**config.mk**
```make
export PLATFORM = sky130hd
export DESIGN_NAME = bus_fabric_flat
export DESIGN_NICKNAME = d
export VERILOG_FILES = /design/src/rtl/bus_fabric_if.sv /design/src/rtl/bus_fabric.sv /design/src/flat_wrapper.sv
export SDC_FILE = /design/constraint.sdc
export NUM_CORES = 1
export LEC_CHECK = 0
export ABC_AREA = 1
export CORE_MARGIN = 2
export CORE_UTILIZATION = 30
export CTS_CLUSTER_DIAMETER = 60
export DETAILED_ROUTE_END_ITERATION = 12
export DONT_BUFFER_PORTS = 1
export PLACE_DENSITY_LB_ADDON = 0.1
export RECOVER_POWER = 100
export SYNTH_ARGS = -nofsm -noshare
export SYNTH_HDL_FRONTEND = slang
export SYNTH_HIERARCHICAL = 1
export SYNTH_SLANG_ARGS = --single-unit
```
**constraint.sdc**
```tcl
create_clock -name clk -period 2 [get_ports clk]
set_input_delay 0.4 -clock clk [delete_from_list [all_inputs] [get_ports clk]]
set_output_delay 0.4 -clock clk [all_outputs]
set_load 0.02 [all_outputs]
```
**src/rtl/bus_fabric_if.sv**
```systemverilog
// CPU-side bus bundle between the 65C02 and the decode fabric.
// master: CPU / slave-data side (drives address, write data, slave read data).
// slave : the fabric (drives chip selects, RDY, read mux and status).
interface bus_fabric_if #(
  parameter int NUM_SLV = 4,
  parameter int ADDR_W  = 16,
  parameter int DATA_W  = 8
);
  logic [ADDR_W-1:0]              cpu_ab;
  logic                           cpu_we;
  logic [DATA_W-1:0]              cpu_do;
  logic [DATA_W-1:0]              cpu_di;
  logic                           cpu_rdy;
  logic [NUM_SLV-1:0]             slv_en;
  logic                           slv_we;
  logic [DATA_W-1:0]              slv_wdata;
  logic [NUM_SLV-1:0][DATA_W-1:0] slv_rdata;
  logic [ADDR_W-1:0]              addr_pad;
  logic [7:0]                     unmapped_cnt;

  modport master (
    output cpu_ab, cpu_we, cpu_do, slv_rdata,
    input  cpu_di, cpu_rdy, slv_en, slv_we, slv_wdata, addr_pad, unmapped_cnt
  );

  modport slave (
    input  cpu_ab, cpu_we, cpu_do, slv_rdata,
    output cpu_di, cpu_rdy, slv_en, slv_we, slv_wdata, addr_pad, unmapped_cnt
  );
endinterface

```
**src/rtl/bus_fabric.sv**
```systemverilog
// 65C02 bus fabric: NUM_SLV-region address decoder with lowest-index priority,
// per-region RDY wait states, registered read-select mux, registered address
// pad and a saturating unmapped-access counter.

// One decoded region: inclusive [BASE, LIMIT] range test.
module bus_fabric_rgn #(
  parameter int                ADDR_W = 16,
  parameter logic [ADDR_W-1:0] BASE   = '0,
  parameter logic [ADDR_W-1:0] LIMIT  = '1
) (
  input  logic [ADDR_W-1:0] i_addr,
  output logic              o_hit
);
  logic [ADDR_W:0] w_lo_diff;
  logic [ADDR_W:0] w_hi_diff;

  // Range test via borrow bits so a zero base or all-ones limit does not
  // degenerate into a constant comparison.
  always_comb begin
    w_lo_diff = {1'b0, i_addr} - {1'b0, BASE};
    w_hi_diff = {1'b0, LIMIT}  - {1'b0, i_addr};
    o_hit     = ~w_lo_diff[ADDR_W] & ~w_hi_diff[ADDR_W];
  end
endmodule

module bus_fabric #(
  parameter int                        NUM_SLV      = 4,
  parameter int                        ADDR_W       = 16,
  parameter int                        DATA_W       = 8,
  parameter logic [NUM_SLV*ADDR_W-1:0] REG_BASE     = {16'h8000, 16'hC000, 16'h8000, 16'h0000},
  parameter logic [NUM_SLV*ADDR_W-1:0] REG_LIMIT    = {16'hBFFF, 16'hFFFF, 16'h800F, 16'h7FFF},
  parameter logic [NUM_SLV*4-1:0]      REG_WAIT     = {4'd2, 4'd0, 4'd1, 4'd0},
  parameter logic [DATA_W-1:0]         DEFAULT_DATA = 8'hEA
) (
  input  logic         clk,
  input  logic         resb,
  bus_fabric_if.slave  bus
);
  typedef enum logic {S_IDLE, S_WAIT} state_t;

  logic [NUM_SLV-1:0] w_hit_raw;
  logic [NUM_SLV-1:0] w_hit;
  logic [3:0]         w_wait;
  logic               w_miss;
  logic               w_rdy;
  state_t             r_state, w_nstate;
  logic [3:0]         r_cnt, w_ncnt;
  logic [NUM_SLV-1:0] r_sel;
  logic               r_rd_miss;
  logic [ADDR_W-1:0]  r_addr_pad;
  logic [7:0]         r_unm_cnt;
  logic [DATA_W-1:0]  w_rmux;

  for (genvar g = 0; g < NUM_SLV; g++) begin : g_rgn
    bus_fabric_rgn #(
      .ADDR_W (ADDR_W),
      .BASE   (REG_BASE[g*ADDR_W +: ADDR_W]),
      .LIMIT  (REG_LIMIT[g*ADDR_W +: ADDR_W])
    ) u_rgn (
      .i_addr (bus.cpu_ab),
      .o_hit  (w_hit_raw[g])
    );
  end

  // Priority encode raw hits: the lowest matching index owns the access.
  always_comb begin
    w_hit  = '0;
    w_wait = '0;
    for (int i = 0; i < NUM_SLV; i++) begin
      if (w_hit_raw[i] && (w_hit == '0)) begin
        w_hit[i] = 1'b1;
        w_wait   = REG_WAIT[i*4 +: 4];
      end
    end
    w_miss = (w_hit == '0);
  end

  // Wait-state FSM register; reset drops any stall in progress.
  always_ff @(posedge clk or negedge resb) begin
    if (!resb) begin
      r_state <= S_IDLE;
      r_cnt   <= '0;
    end else begin
      r_state <= w_nstate;
      r_cnt   <= w_ncnt;
    end
  end

  // Wait-state next-state / RDY: a region with W waits stretches RDY W cycles.
  always_comb begin
    w_nstate = r_state;
    w_ncnt   = r_cnt;
    w_rdy    = 1'b1;
    case (r_state)
      S_IDLE: begin
        if (w_wait != 4'd0) begin
          w_rdy    = 1'b0;
          w_ncnt   = w_wait - 4'd1;
          w_nstate = S_WAIT;
        end
      end
      S_WAIT: begin
        if (r_cnt != 4'd0) begin
          w_rdy  = 1'b0;
          w_ncnt = r_cnt - 4'd1;
        end else begin
          w_nstate = S_IDLE;
        end
      end
      default: w_nstate = S_IDLE;
    endcase
  end

  // Completed-access capture: read slot select, pad address, unmapped count.
  always_ff @(posedge clk or negedge resb) begin
    if (!resb) begin
      r_sel      <= '0;
      r_rd_miss  <= 1'b0;
      r_addr_pad <= '0;
      r_unm_cnt  <= '0;
    end else if (w_rdy) begin
      r_sel      <= w_hit & {NUM_SLV{~bus.cpu_we}};
      r_rd_miss  <= ~bus.cpu_we & w_miss;
      r_addr_pad <= bus.cpu_ab;
      if (w_miss && (r_unm_cnt != 8'hFF))
        r_unm_cnt <= r_unm_cnt + 8'd1;
    end
  end

  // Read mux over the one-hot registered select (slaves have 1-cycle latency).
  always_comb begin
    w_rmux = '0;
    for (int i = 0; i < NUM_SLV; i++)
      if (r_sel[i]) w_rmux = bus.slv_rdata[i];
  end

  // Strobe only on the completing cycle so side-effect registers see one write.
  assign bus.slv_we       = bus.cpu_we & w_rdy & ~w_miss;
  assign bus.slv_en       = w_hit;
  assign bus.slv_wdata    = bus.cpu_do;
  assign bus.cpu_rdy      = w_rdy;
  assign bus.cpu_di       = (r_rd_miss || (r_sel == '0)) ? DEFAULT_DATA : w_rmux;
  assign bus.addr_pad     = r_addr_pad;
  assign bus.unmapped_cnt = r_unm_cnt;
endmodule

```
**src/flat_wrapper.sv**
```systemverilog
// flat-port wrapper written by rule: the top's interface ports become plain ports
module bus_fabric_flat 
#(
  parameter int                        NUM_SLV      = 4,
  parameter int                        ADDR_W       = 16,
  parameter int                        DATA_W       = 8,
  parameter logic [NUM_SLV*ADDR_W-1:0] REG_BASE     = {16'h8000, 16'hC000, 16'h8000, 16'h0000},
  parameter logic [NUM_SLV*ADDR_W-1:0] REG_LIMIT    = {16'hBFFF, 16'hFFFF, 16'h800F, 16'h7FFF},
  parameter logic [NUM_SLV*4-1:0]      REG_WAIT     = {4'd2, 4'd0, 4'd1, 4'd0},
  parameter logic [DATA_W-1:0]         DEFAULT_DATA = 8'hEA
)
  (clk, resb, bus_cpu_ab, bus_cpu_we, bus_cpu_do, bus_slv_rdata, bus_cpu_di, bus_cpu_rdy, bus_slv_en, bus_slv_we, bus_slv_wdata, bus_addr_pad, bus_unmapped_cnt);
  bus_fabric_if #(.NUM_SLV(NUM_SLV), .ADDR_W(ADDR_W), .DATA_W(DATA_W)) bus_i ();
  input  logic clk;
  input  logic resb;
  input wire logic [$bits(bus_i.cpu_ab)-1:0] bus_cpu_ab;
  input wire logic [$bits(bus_i.cpu_we)-1:0] bus_cpu_we;
  input wire logic [$bits(bus_i.cpu_do)-1:0] bus_cpu_do;
  input wire logic [$bits(bus_i.slv_rdata)-1:0] bus_slv_rdata;
  output wire logic [$bits(bus_i.cpu_di)-1:0] bus_cpu_di;
  output wire logic [$bits(bus_i.cpu_rdy)-1:0] bus_cpu_rdy;
  output wire logic [$bits(bus_i.slv_en)-1:0] bus_slv_en;
  output wire logic [$bits(bus_i.slv_we)-1:0] bus_slv_we;
  output wire logic [$bits(bus_i.slv_wdata)-1:0] bus_slv_wdata;
  output wire logic [$bits(bus_i.addr_pad)-1:0] bus_addr_pad;
  output wire logic [$bits(bus_i.unmapped_cnt)-1:0] bus_unmapped_cnt;
  assign bus_i.cpu_ab = bus_cpu_ab;
  assign bus_i.cpu_we = bus_cpu_we;
  assign bus_i.cpu_do = bus_cpu_do;
  assign bus_i.slv_rdata = bus_slv_rdata;
  assign bus_cpu_di = bus_i.cpu_di;
  assign bus_cpu_rdy = bus_i.cpu_rdy;
  assign bus_slv_en = bus_i.slv_en;
  assign bus_slv_we = bus_i.slv_we;
  assign bus_slv_wdata = bus_i.slv_wdata;
  assign bus_addr_pad = bus_i.addr_pad;
  assign bus_unmapped_cnt = bus_i.unmapped_cnt;
  bus_fabric #(.NUM_SLV(NUM_SLV), .ADDR_W(ADDR_W), .DATA_W(DATA_W), .REG_BASE(REG_BASE), .REG_LIMIT(REG_LIMIT), .REG_WAIT(REG_WAIT), .DEFAULT_DATA(DEFAULT_DATA)) u_core (.clk(clk), .resb(resb), .bus(bus_i));
endmodule
```
After elaboration in Yosys (flattened, before gate mapping)
Index checks and enable logic that the tools add are counted.
{"block": "op_classes", "n_addsub": 9, "n_eq_ne": 3, "mux": 21, "bitwise_logic": 15, "n_reduce_logical": 13}
{"operator": "subtractor 16 x 16 -> 17 bit, first input constant", "count": 3}
{"operator": "2-to-1 mux 8 bit", "count": 5}
{"operator": "subtractor 16 x 16 -> 17 bit, second input constant", "count": 2}
{"operator": "subtractor 15 x 16 -> 17 bit, first input constant", "count": 1}
{"operator": "2-to-1 mux 4 bit", "count": 4}
{"operator": "2-to-1 mux 1 bit", "count": 9}
{"operator": "adder 8 x 1 -> 8 bit, second input constant", "count": 1}
{"operator": "logical NOT 4 bit", "count": 2}
{"operator": "inequality test 8 bit, second input constant", "count": 1}
{"operator": "NOT 1 bit", "count": 8}
{"operator": "case mux 4 bit (2 select lines)", "count": 1}
{"operator": "nonzero test 4 bit", "count": 2}
{"operator": "subtractor 4 x 1 -> 4 bit, second input constant", "count": 2}
{"operator": "AND 1 bit", "count": 6}
{"operator": "AND 4 bit", "count": 1}
{"operator": "logical AND 1 bit", "count": 4}
{"operator": "case mux 1 bit (2 select lines)", "count": 2}
{"operator": "AND reduction 2 bit", "count": 2}
{"operator": "logical NOT 3 bit", "count": 1}
{"operator": "logical NOT 2 bit", "count": 1}
{"operator": "inequality test 2 x 1 -> 1 bit, second input constant", "count": 1}
{"operator": "inequality test 2 bit, second input constant", "count": 1}
{"operator": "logical OR 1 bit", "count": 1}
{"block": "word_totals", "ff_bits": 34, "input_bits": 59, "out_inout_bits": 46, "word_cells": 67}

Longest topological paths before layout
{"block": "depth", "ltp_word": 16, "depth_mapped": 13, "depth_no_buf": 12}

By module
Netlist, hierarchy kept.
{"mod": "bus_fabric", "n_inst": 1, "cells_per_inst": 275, "area_each_um2": 2065.7, "seq_area_each_um2": 850.8}
{"mod": "bus_fabric_rgn (u_core.g_rgn[1].u_rgn)", "n_inst": 1, "cells_per_inst": 18, "area_each_um2": 70.1, "seq_area_each_um2": 0.0}
{"mod": "bus_fabric_rgn (u_core.g_rgn[3].u_rgn)", "n_inst": 1, "cells_per_inst": 2, "area_each_um2": 10.0, "seq_area_each_um2": 0.0}
{"mod": "bus_fabric_rgn (u_core.g_rgn[2].u_rgn)", "n_inst": 1, "cells_per_inst": 2, "area_each_um2": 7.5, "seq_area_each_um2": 0.0}
{"mod": "bus_fabric_rgn (u_core.g_rgn[0].u_rgn)", "n_inst": 1, "cells_per_inst": 1, "area_each_um2": 3.8, "seq_area_each_um2": 0.0}

Least setup slack after synthesis
Ideal clock, no wire load.
{"block": "synth_timing", "kind": "in2out", "from": "in bus_cpu_ab[8]", "to": "out bus_slv_we", "t_arrival_ps": 1532, "required_time_ps": 1600, "path_slack_ps": 68, "path_stages": 12, "n_path_buf": 1, "cell_sequence": "inv_1 > nand2_1 > nor2_1 > nand2_1 > nor2_2 > nor2_4 > nand3_2 > nand2_4 > nand2_8 > inv_4 > buf_6 > nor3_4"}
{"block": "synth_between", "elab_chain_cells": 16, "elab_cells_between_ends": 33, "cone_classes": "add/sub: 6; mux: 9; bitwise: 11; reduce/logical: 7"}
{"element": "start, declared", "line_no": "flat_wrapper.sv:16", "text": "input wire logic [$bits(bus_i.cpu_ab)-1:0] bus_cpu_ab;"}
{"element": "subtractor 16 x 16 -> 17 bit (on tied branches)", "line_no": "bus_fabric.sv:20, bus_fabric.sv:21"}
{"element": "NOT 1 bit", "line_no": "bus_fabric.sv:22", "text": "o_hit = ~w_lo_diff[ADDR_W] & ~w_hi_diff[ADDR_W];"}
{"element": "AND 1 bit *", "line_no": "bus_fabric.sv:22"}
{"element": "via u_core.w_hit_raw[1]", "line_no": "bus_fabric.sv:41", "text": "logic [NUM_SLV-1:0] w_hit_raw;"}
{"element": "logical AND 1 bit *", "line_no": "bus_fabric.sv:70", "text": "if (w_hit_raw[i] && (w_hit == '0)) begin"}
{"element": "2-to-1 mux 1 bit", "line_no": "bus_fabric.sv:70"}
{"element": "logical NOT 2 bit", "line_no": "bus_fabric.sv:70"}
{"element": "logical AND 1 bit", "line_no": "bus_fabric.sv:70"}
{"element": "2-to-1 mux 1 bit", "line_no": "bus_fabric.sv:70"}
{"element": "logical NOT 3 bit", "line_no": "bus_fabric.sv:70"}
{"element": "logical AND 1 bit", "line_no": "bus_fabric.sv:70"}
{"element": "2-to-1 mux 4 bit", "line_no": "bus_fabric.sv:70"}
{"element": "nonzero test 4 bit", "line_no": "bus_fabric.sv:96", "text": "if (w_wait != 4'd0) begin"}
{"element": "2-to-1 mux 1 bit", "line_no": "bus_fabric.sv:96"}
{"element": "case mux 1 bit (2 select lines)", "line_no": "bus_fabric.sv:94", "text": "case (r_state)"}
{"element": "AND 1 bit", "line_no": "bus_fabric.sv:138", "text": "assign bus.slv_we = bus.cpu_we & w_rdy & ~w_miss;"}
{"element": "AND 1 bit *", "line_no": "bus_fabric.sv:138"}
{"element": "end, declared", "line_no": "flat_wrapper.sv:23", "text": "output wire logic [$bits(bus_i.slv_we)-1:0] bus_slv_we;"}
Mark *: on every way through the listed nets, which the timed path passes. The rest lies on a longest branch.

Worst setup path after layout
{"block": "layout_timing", "from": "reg u_core.r_state", "to": "out bus_slv_we"}
{"block": "layout_between", "elab_chain_cells": 4}
{"element": "start, declared", "line_no": "bus_fabric.sv:46", "text": "state_t r_state, w_nstate;"}
{"element": "start signal, assigned", "line_no": "bus_fabric.sv:84", "text": "r_state <= w_nstate;"}
{"element": "NOT 1 bit", "line_no": "bus_fabric.sv:94"}
{"element": "case mux 1 bit (2 select lines) *", "line_no": "bus_fabric.sv:94"}
{"element": "AND 1 bit * (2 in series)", "line_no": "bus_fabric.sv:138"}
Every way passes the cells marked *; elsewhere a longest branch is shown, timed or not.

==> results_dict.tcl <==
set metrics [dict create \
    outcome "finished clean" \
    clkTransAtPathRegs_ns 0.07 \
    synth_ff_type "dfrtp_1" \
    synth-async-reset-ratio_pct 100 \
    hpwl_mm 4.05 \
    drt_iter0_drc 73 \
    setup_ws_ns 0.114 \
    final_util_pct 34.4 \
    rows 30 \
    io_pins 105 \
    cts_num_sinks 34 \
    crit_buf_inv 2 \
    finalClockSkew_ns 0.00538 \
    tns_ns 0 \
    crit_family "simple AND/OR/NAND/NOR gates" \
    clk_path_buf_depth 2 \
    final_nets 367 \
    areaGrowthSynthToFinish_pct 9.51 \
    synth_area_leaders "dfrtp_1 (39%), nand2_1 (23%), nand3_1 (4.2%)" \
    diodes 0 \
    pre_cts_slack_ns 0.0895 \
    relSlewSlack_pct 41.9 \
    worstSetupPathType "reg -> out" \
    dieArea_mm2 0.00788 \
    syn-num-nets 359 \
    ant_nets 0 \
    ys_types 31 \
    finalMaxSlewViolations 0 \
    vias 1861 \
    p_leak_uw 0.00122 \
    cts_setup_buffers 0 \
    finalHoldViolCount 0 \
    route.detailed.drc 0 \
    place_congestion 0.727 \
    cellPowerDensity_mw_per_mm2 1440 \
    grtUsageTotal_pct 14.2 \
    min_path_type "in -> reg" \
    cts_buffers 5 \
    synth.cells.most_frequent "nand2_1 (135), dfrtp_1 (34), inv_1 (24)" \
    period_minus_slack_ns 1.89 \
    yosysSeqAreaShare_pct 39.4 \
    worstSkewPairLatency_ns 0.28 \
    yosysTopAreaCell "dfrtp_1" \
    dr.pass1.iters 4 \
    critPathSlowestCell "dfrtp_1" \
    postSynthAreaPerCell_um2 7.24 \
    portBuffers 0 \
    drive_gt1_share_pct 12.7 \
    fmax_mhz 530 \
    crit_chain "inv_1, nor2_4, nand3b_4, nand2_8, inv_4, nor3_4" \
    synth_seq_cells 34 \
    synth_top_area_share_pct 39.4 \
    worstPathMaxFanout 4 \
    synth.most_common_cell "nand2_1" \
    wl_per_cell_um 13.5 \
    max_cap_viol_count 0 \
    required_ns 1.60 \
    max-vdd-ir-drop_mv 0.595 \
    cp-start-kind "flop" \
    drt-vias-per-instance 4.62 \
    min_period_over_period_pct 94.3 \
    grt_first_pass_wirelength_mm 8.45 \
    first_global_vias 1746 \
    grt_remaining_overflow 0 \
    worstMarginPinSlew_ns 0.872 \
    cts_tree "yes" \
    yosysWarnings 6 \
    clock_tree.root_cell "clkbuf_8" \
    synth_area_mm2 0.00216 \
    syn_inst 298 \
    grt_max_degree 35 \
    initial_core_util_pct 31.4 \
    max_stage_delay_ns 0.42 \
    grt_antenna_before_repair 0 \
    synth_edf_count 0 \
    die_h_um 88.8 \
    cts_max_level 2 \
    die_width_um 88.8 \
    crit_path_end_kind "output pin" \
    coreArea_mm2 0.00687 \
    finalSetupViolations 0 \
    cp.arrival_ns 1.49 \
    rsz0062_at_grt "false" \
    totalWireLength_mm 5.43 \
]
-- metrics by stage --
step,cells,total power (uW),instance area (um^2),hold slack (ns)
6_report,403,3400,2360,0.226
5_1_grt,403,3720,2360,0.210
4_1_cts,403,3480,2390,0.213
3_5_place_dp,393,2910,2270,0.105
3_3_place_gp,393,2910,2270,0.105
2_1_floorplan,298,2600,2160,0.104
-- registers in the layout, indices dropped and copies added (netlist names) --
register	count
u_core/r_state	1
u_core/bus.unmapped_cnt	8
u_core/r_sel	4
u_core/r_rd_miss	1
u_core/r_cnt	4
u_core/bus.addr_pad	16
-- cell usage in the layout (no fill, tap or decap) --
cell type,instances
a21oi_1,14
a21oi_2,4
and2_1,1
buf_12,1
buf_2,1
buf_4,6
clkbuf_1,6
clkbuf_2,3
clkbuf_8,6
clkinv_2,1
clkinvlp_4,3
dfrtp_1,34
dlygate4sd3_1,1
ha_1,2
inv_1,25
inv_2,1
inv_4,1
nand2_1,134
nand2_2,1
nand2_4,2
nand2_8,1
nand2b_1,1
nand3_1,18
nand3_2,2
nand3b_4,1
nand4_1,1
nor2_1,14
nor2_2,1
nor2_4,3
nor3_1,1
nor3_4,1
o211ai_1,8
o21ai_0,4
xnor2_1,3
xor2_1,1
-- path summary, 6_finish.rpt --
kind,from,endpoint,slack (ns),cells after the start
min reg2reg,u_core/r_rd_miss,u_core/r_rd_miss,0.48,2
min,bus_cpu_ab[2],u_core/bus.addr_pad[2],0.23,2
max,u_core/r_state,bus_slv_we,0.11,6
max in group asynchronous,resb,u_core/bus.unmapped_cnt[0],0.69,2
min in group asynchronous,resb,u_core/bus.addr_pad[8],0.76,2
max reg2reg,u_core/bus.unmapped_cnt[0],u_core/bus.unmapped_cnt[1],0.28,7
-- routing by layer --
metal / share of wire (%) / track usage (%)
met1: 42 / 17.1
met2: 48 / 24.1
met3: 10 / 4.66
met4: 0.53 / 4.13
met5: 0 / 0
-- final cells by class --
type,count,area [um^2]
fill,780,4510
inverter,29,119
clock buffer,6,82.6
tap,96,120
timing repair buffer,18,118
sequential,34,851
multi-input combinational,218,1060
clock inverter,2,12.5
-- worst register-to-register path, cell delays in order (launching register included) --
cell and delay, ns:
dfrtp_1 0.40, ha_1 0.24, nand3_1 0.17, inv_1 0.08, a21oi_2 0.43, nand2_4 0.16
nand2_1 0.10, nand2_1 0.05
-- logic make-up after synthesis --
family          after synthesis  share of synthesized area, %
simple gates                182                          37.4
buf+inv                      46                          11.8
flops                        34                          39.4
compound gates               30                          8.58
xor+xnor                      4                          1.62
fa+ha+maj                     2                          1.16
-- repair_timing --
action                     CTS  global route
hold buffers                 2             0
hold endpoints to repair    34             0
gates resized for setup      0             6
setup endpoints to repair    0             9
-- power breakdown --
group	switching [uW]	total (uW)	internal (uW)
clock network	267	544	277
logic	988	1480	488
registers	434	1380	947
No activity file was read; power rests on OpenSTA's default activity.
